**src/rtl/fetch_stage.sv**
```systemverilog
// MIPS IF stage + IF/ID register: owns pc, fetches from icache; ID valid one cycle after ihit.
// Stalls on hazard, squashes on branch/jump, parks a redirect across an icache miss, stops on HALT_OP.
module fetch_stage #(
    parameter logic [31:0] PC_INIT = 32'h0000_0000,
    parameter logic [5:0]  HALT_OP = 6'b111111
) (
    input  logic        CLK,
    input  logic        RST,
    input  logic        ihit,
    input  logic [31:0] imemload,
    output logic        imemREN,
    output logic [31:0] imemaddr,
    input  logic        hazard,
    input  logic        branch,
    input  logic [31:0] branch_target,
    input  logic        jump,
    input  logic [31:0] jump_target,
    output logic [31:0] id_instr,
    output logic [31:0] id_npc,
    output logic        id_valid,
    output logic        halted
);

    typedef enum logic {FETCH, HALTED} state_t;

    state_t      r_state;
    logic [31:0] r_pc;
    logic [31:0] r_id_instr;
    logic [31:0] r_id_npc;
    logic        r_id_valid;
    logic        r_redir_pend;
    logic [31:0] r_redir_pc;
    logic        r_imem_ren;
    logic        r_halted;

    logic [31:0] w_pc_plus4;
    logic        w_redirect;
    logic [31:0] w_target;
    logic        w_halt_go;

    assign w_pc_plus4 = r_pc + 32'd4;
    assign w_redirect = r_id_valid & ~hazard & (jump | branch);
    assign w_target   = jump ? jump_target : branch_target;
    assign w_halt_go  = r_id_valid & ~hazard & (r_id_instr[31:26] == HALT_OP);

    always_ff @(posedge CLK) begin
        if (RST) begin
            r_state      <= FETCH;
            r_pc         <= PC_INIT;
            r_id_instr   <= 32'd0;
            r_id_npc     <= 32'd0;
            r_id_valid   <= 1'b0;
            r_redir_pend <= 1'b0;
            r_redir_pc   <= 32'd0;
            r_imem_ren   <= 1'b1;
            r_halted     <= 1'b0;
        end else begin
            case (r_state)
                FETCH: begin
                    // Under hazard everything holds; a word returned now is refetched since pc is unchanged.
                    if (!hazard) begin
                        if (w_halt_go) begin
                            r_state    <= HALTED;
                            r_imem_ren <= 1'b0;
                            r_halted   <= 1'b1;
                            r_id_valid <= 1'b0;
                            r_id_instr <= 32'd0;
                        end else if (w_redirect && ihit) begin
                            r_pc       <= w_target;
                            r_id_valid <= 1'b0;
                            r_id_instr <= 32'd0;
                        end else if (w_redirect) begin
                            // Miss in flight at the old pc: remember the target until it completes.
                            r_redir_pend <= 1'b1;
                            r_redir_pc   <= w_target;
                            r_id_valid   <= 1'b0;
                            r_id_instr   <= 32'd0;
                        end else if (r_redir_pend && ihit) begin
                            r_pc         <= r_redir_pc;
                            r_redir_pend <= 1'b0;
                            r_id_valid   <= 1'b0;
                            r_id_instr   <= 32'd0;
                        end else if (ihit) begin
                            r_id_instr <= imemload;
                            r_id_npc   <= w_pc_plus4;
                            r_id_valid <= 1'b1;
                            r_pc       <= w_pc_plus4;
                        end else begin
                            r_id_valid <= 1'b0;
                            r_id_instr <= 32'd0;
                        end
                    end
                end
                HALTED: begin
                    r_imem_ren <= 1'b0;
                    r_halted   <= 1'b1;
                end
                default: r_state <= FETCH;
            endcase
        end
    end

    assign imemREN  = r_imem_ren;
    assign imemaddr = r_pc;
    assign id_instr = r_id_instr;
    assign id_npc   = r_id_npc;
    assign id_valid = r_id_valid;
    assign halted   = r_halted;

endmodule

```
**config.mk**
```make
export PLATFORM = sky130hd
export DESIGN_NAME = fetch_stage
export DESIGN_NICKNAME = d
export VERILOG_FILES = /design/src/rtl/fetch_stage.sv
export SDC_FILE = /design/constraint.sdc
export NUM_CORES = 1
export LEC_CHECK = 0
export CORE_AREA = 2 2 125 115
export CTS_CLUSTER_SIZE = 8
export DETAILED_ROUTE_END_ITERATION = 16
export DIE_AREA = 0 0 127 117
export GPL_ROUTABILITY_DRIVEN = 0
export PLACE_DENSITY = 0.79
export SYNTH_ARGS = -nofsm -noshare
export SYNTH_HDL_FRONTEND = slang
export SYNTH_SLANG_ARGS = --single-unit
```
**constraint.sdc**
```tcl
create_clock -name CLK -period 2.25 [get_ports CLK]
set_input_delay 0.5625 -clock CLK [delete_from_list [all_inputs] [get_ports CLK]]
set_output_delay 0.5625 -clock CLK [all_outputs]
set_load 0.005 [all_outputs]
```
# After elaboration in Yosys (flattened, before gate mapping)
# Cells that the tools add are included.
# W data, S select, Z words.
[word_totals]
ff_bits = 133
inputBits = 102
out_inout_bits = 99
wordCells = 60
[op_classes]
n_addsub = 1
n_eq_ne = 4
muxes = 26
bitwise = 10
n_reduce_logical = 10
[ops]
columns = ["operator", "n"]
rows = [
  ["$mux W32", 10],
  ["$add A32 B3 Y32 const B", 1],
  ["$reduce_and A5 Y1", 3],
  ["$mux W1", 14],
  ["$reduce_and A7 Y1", 1],
  ["$eq A6 B6 Y1 const B", 1],
  ["$not A1 Y1", 6],
  ["$ne A2 B2 Y1 const B", 2],
  ["$pmux W1 S2", 2],
  ["$reduce_and A2 Y1", 2],
  ["$and A1 B1 Y1", 3],
  ["$reduce_bool A3 Y1", 1],
  ["$logic_and A1 B1 Y1", 2],
  ["$ne A2 B1 Y1 const B", 1],
  ["$reduce_bool A2 Y1", 1],
  ["$or A1 B1 Y1", 1],
]

# Depth between registers and ports, before layout
[depth]
word_depth = 6
mapped_depth = 8
depth_no_buf = 6

# Worst setup path after synthesis
# Ideal clock, no wire load.
[synth_path]
kind = "input to register"
start = "input jump"
end = "register r_pc[29], in the netlist imemaddr[29]"
setup_ns = 0.119
arrival_ns = 1.889
t_required_ns = 2.131
slack_ns = 0.242
cell_stages = 7
path_buffers = 3
cell_sequence = "buf_2 nor2_1 or3_1 buf_2 clkbuf_1 o21ai_0 o221a_2"
[synth_via]
elab_chain_cells = 5
elab_cells_between_ends = 8
classes_between = "eq/ne: 1; mux: 2; bitwise: 2; reduce/logical: 3"
[synth_lines]
columns = ["element", "line_no", "text"]
rows = [
  ["start: declaration", "16", "input logic jump,"],
  ["$or A1 B1 Y1", "42", "assign w_redirect = r_id_valid & ~hazard & (jump | branch);"],
  ["$and A1 B1 Y1", "42", ""],
  ["$logic_and A1 B1 Y1", "68", "end else if (w_redirect && ihit) begin"],
  ["$ne A2 B1 Y1 (no source line) / $reduce_bool A3 Y1 (equally long branches)", "-", ""],
  ["$reduce_and A5 Y1 (no source line)", "-", ""],
  ["end signal: assignment", "69", "r_pc <= w_target;"],
  ["end signal: assignment", "79", "r_pc <= r_redir_pc;"],
  ["end signal: assignment", "87", "r_pc <= w_pc_plus4;"],
  ["end: declaration", "27", "logic [31:0] r_pc;"],
]
# Several ways; a longest one is shown, not always the timed one.
# A chain may end at the register's enable or synchronous reset.

# Final worst setup path
[layout_path]
start = "register r_pc[6], in the netlist imemaddr[6]"
end = "output imemaddr[6]"
[layout_lines]
columns = ["element", "line_no", "text"]
rows = [
  ["end: declaration", "12", "output logic [31:0] imemaddr,"],
]
# No word-level cell between the ends.

==> results_dict.tcl <==
set metrics [dict create \
    crit_path_start_kind "register" \
    cts_tree "built" \
    clock_sinks 133 \
    syn_area_um2 6280 \
    fp.dieH_um 117 \
    postSynth.asyncResetShare_pct 0 \
    area_growth_pct 51.7 \
    synth-edff-count 0 \
    die_area_um2 14900 \
    h-tree-depth 4 \
    grt_pass1_vias 6010 \
    clk_latency_ps 420 \
    place_area_um2 8910 \
    slew_headroom_pct 65.3 \
    syn-num-nets 849 \
    max_stage_delay_ps 520 \
    path_buf_inv 2 \
    wirelength_um 20600 \
    syn_avg_cell_area_um2 8.42 \
    antenna_left 0 \
    required_ps 1690 \
    drt-wirelength-per-cell_um 17.9 \
    final_nets 1073 \
    maxCapViolations 0 \
    clock_skew_ps 5.86 \
    power.density_nw_per_um2 660 \
    cp_cell_sequence "buf_4, clkdlybuf4s50_1" \
    track_usage_pct 27.2 \
    power_mw 6.29 \
    cp_data_arrival_time_ps 1610 \
    tightest_slew_ps 519 \
    grt_antenna_before_repair 0 \
    yosysSeqAreaShare_pct 42.4 \
    numCtsBuffers 17 \
    synth-warning-count 0 \
    core_area_um2 13600 \
    syn_inst 746 \
    drtIter0Drc 674 \
    synthFlopType "dfxtp_1" \
    worstHoldPathType "reg2reg" \
    grt_max_degree 114 \
    status "finished clean" \
    finalMaxSlewViolations 0 \
    holdWs_ps 452 \
    fin_crit_ps 2170 \
    die_w_um 127 \
    synth-seq-cells 133 \
    slowest_stage "clkdlybuf4s50_1" \
    synth_top_area_share_pct 42.4 \
    rows 41 \
    path_class "reg2out" \
    fmax_mhz 461 \
    dr.pass1.iters 7 \
    multiInputGateArea_um2 3310 \
    grt.overflow.total 0 \
    synth_cell_type_count 53 \
    final-hold-violation-count 0 \
    cp_top_family "buffers and inverters" \
    start_util_pct 46.0 \
    ctsHoldBuffers 0 \
    final_util_pct 69.8 \
    synth_area_leaders "dfxtp_1 (42%), nor2_1 (8.2%), mux2i_1 (6.2%)" \
    final.setup.tns_ps 0 \
    n_fill_cell 1077 \
    grt_first_pass_wirelength_um 31900 \
    drcViolationCount 0 \
    min_period_over_period_pct 96.3 \
    port_buffers 200 \
    ir_drop_mv 0.523 \
    clock_path_buffers 2 \
    rsz0062_at_grt "no" \
    drive_above_1_share_pct 12.8 \
    vias_per_cell 5.80 \
    dp_hpwl_um 15000 \
    crit_fanout 5 \
    setup_viol 0 \
    yosysTopAreaCell "dfxtp_1" \
    diodes 0 \
    seq_area_um2 2660 \
    critPathCaptureType "output pin" \
    pin_count 201 \
    p_leak_nw 3.60 \
    via_count 6692 \
    design_area_um2 9530 \
    cts.clk_slew.worst_paths_ps 60 \
    clockRootBuffer "clkbuf_16" \
]
==> Yosys cell counts, types with 8 or more instances <==
library cell / instances
a211oi_1: 50
a21oi_1: 32
a22oi_1: 32
a31oi_1: 8
buf_2: 18
clkbuf_1: 40
dfxtp_1: 133
inv_1: 9
mux2i_1: 39
nand2_1: 39
nand3_1: 20
nand4_1: 10
nor2_1: 138
nor3_1: 23
nor4_1: 8
o21ai_0: 38
xnor2_1: 12
==> cells in the final DEF, fill, tap and decap left out, types with 13 or more instances in the layout <==
| cell type | count |
|---|---|
| clkdlybuf4s50_1 | 198 |
| nor2_1 | 137 |
| dfxtp_1 | 133 |
| buf_4 | 60 |
| a211oi_1 | 50 |
| nand2_1 | 39 |
| mux2i_1 | 39 |
| o21ai_0 | 38 |
| a22oi_1 | 32 |
| a21oi_1 | 32 |
| nor3_1 | 22 |
| nand3_1 | 20 |
| clkbuf_16 | 17 |
| buf_12 | 13 |
==> flip-flops by register name (all words and copies together), names as in the netlist <==
signal,count
r_redir_pc,32
r_state,1
r_redir_pend,1
id_instr,32
imemaddr,32
id_npc,32
halted,1
imemREN,1
id_valid,1
==> layout make-up <==
cell class | count | area share [%]
inverters | 9 | 0.354
multi-input cells | 537 | 34.8
flip-flops and latches | 133 | 27.9
well taps | 172 | 2.26
clock inverters | 9 | 1.31
repair buffers | 272 | 28.3
clock buffers | 22 | 5.08
==> metrics by stage <==
step           setup slack (ps)  std cells
2_1_floorplan               242        746
3_3_place_gp               -268       1121
3_5_place_dp               -252       1121
4_1_cts                    75.0       1152
5_1_grt                    54.3       1154
6_report                   82.3       1154
==> metal layers <==
| layer | track usage (%) | share of wire [%] |
|---|---|---|
| met1 | 39.2 | 44 |
| met2 | 40.2 | 44 |
| met3 | 6.91 | 9.5 |
| met4 | 8.50 | 1.9 |
| met5 | 0 | 0 |
==> worst paths after layout <==
| check | from | endpoint | slack, ps | cells after the start |
|---|---|---|---|---|
| max | imemaddr[6]$_SDFFE_PP0P_ | imemaddr[6] | 80 | 2 |
| min | id_npc[12]$_SDFFE_PP0P_ | id_npc[12]$_SDFFE_PP0P_ | 450 | 2 |
| max reg2reg | imemaddr[2]$_SDFFE_PP0P_ | imemaddr[18]$_SDFFE_PP0P_ | 180 | 7 |
| min reg2reg | id_npc[12]$_SDFFE_PP0P_ | id_npc[12]$_SDFFE_PP0P_ | 450 | 2 |
==> repair_timing <==
action,CTS,global route
gates resized for setup,0,0
setup buffers,0,2
setup endpoints to repair,0,1
==> worst reg2reg max path, stage by stage (launching register included) <==
cell and delay (ps):
dfxtp_1 330, ha_1 200, nand3_1 220, buf_4 250
nor4_1 320, xnor2_1 270, a21oi_1 120, o221a_2 250
==> where the power goes <==
group          total (mW)  leakage [nW]  internal, mW  switching [mW]
logic               0.895          2.22         0.505           0.390
clock network        2.85         0.298          1.84            1.01
registers            2.54          1.08          2.45          0.0832
==> kinds of logic after synthesis <==
logic type | count (synthesis) | share of synthesized area [%]
AND/OR/NAND/NOR | 269 | 20.4
AO/OA/AOI/OAI | 210 | 23.1
flip-flops | 133 | 42.4
buffers and inverters | 76 | 5.14
multiplexers | 40 | 6.39
XOR/XNOR | 17 | 2.37
adder cells (fa/ha/maj) | 1 | 0.199
No activity file was read; power rests on OpenSTA's default activity.
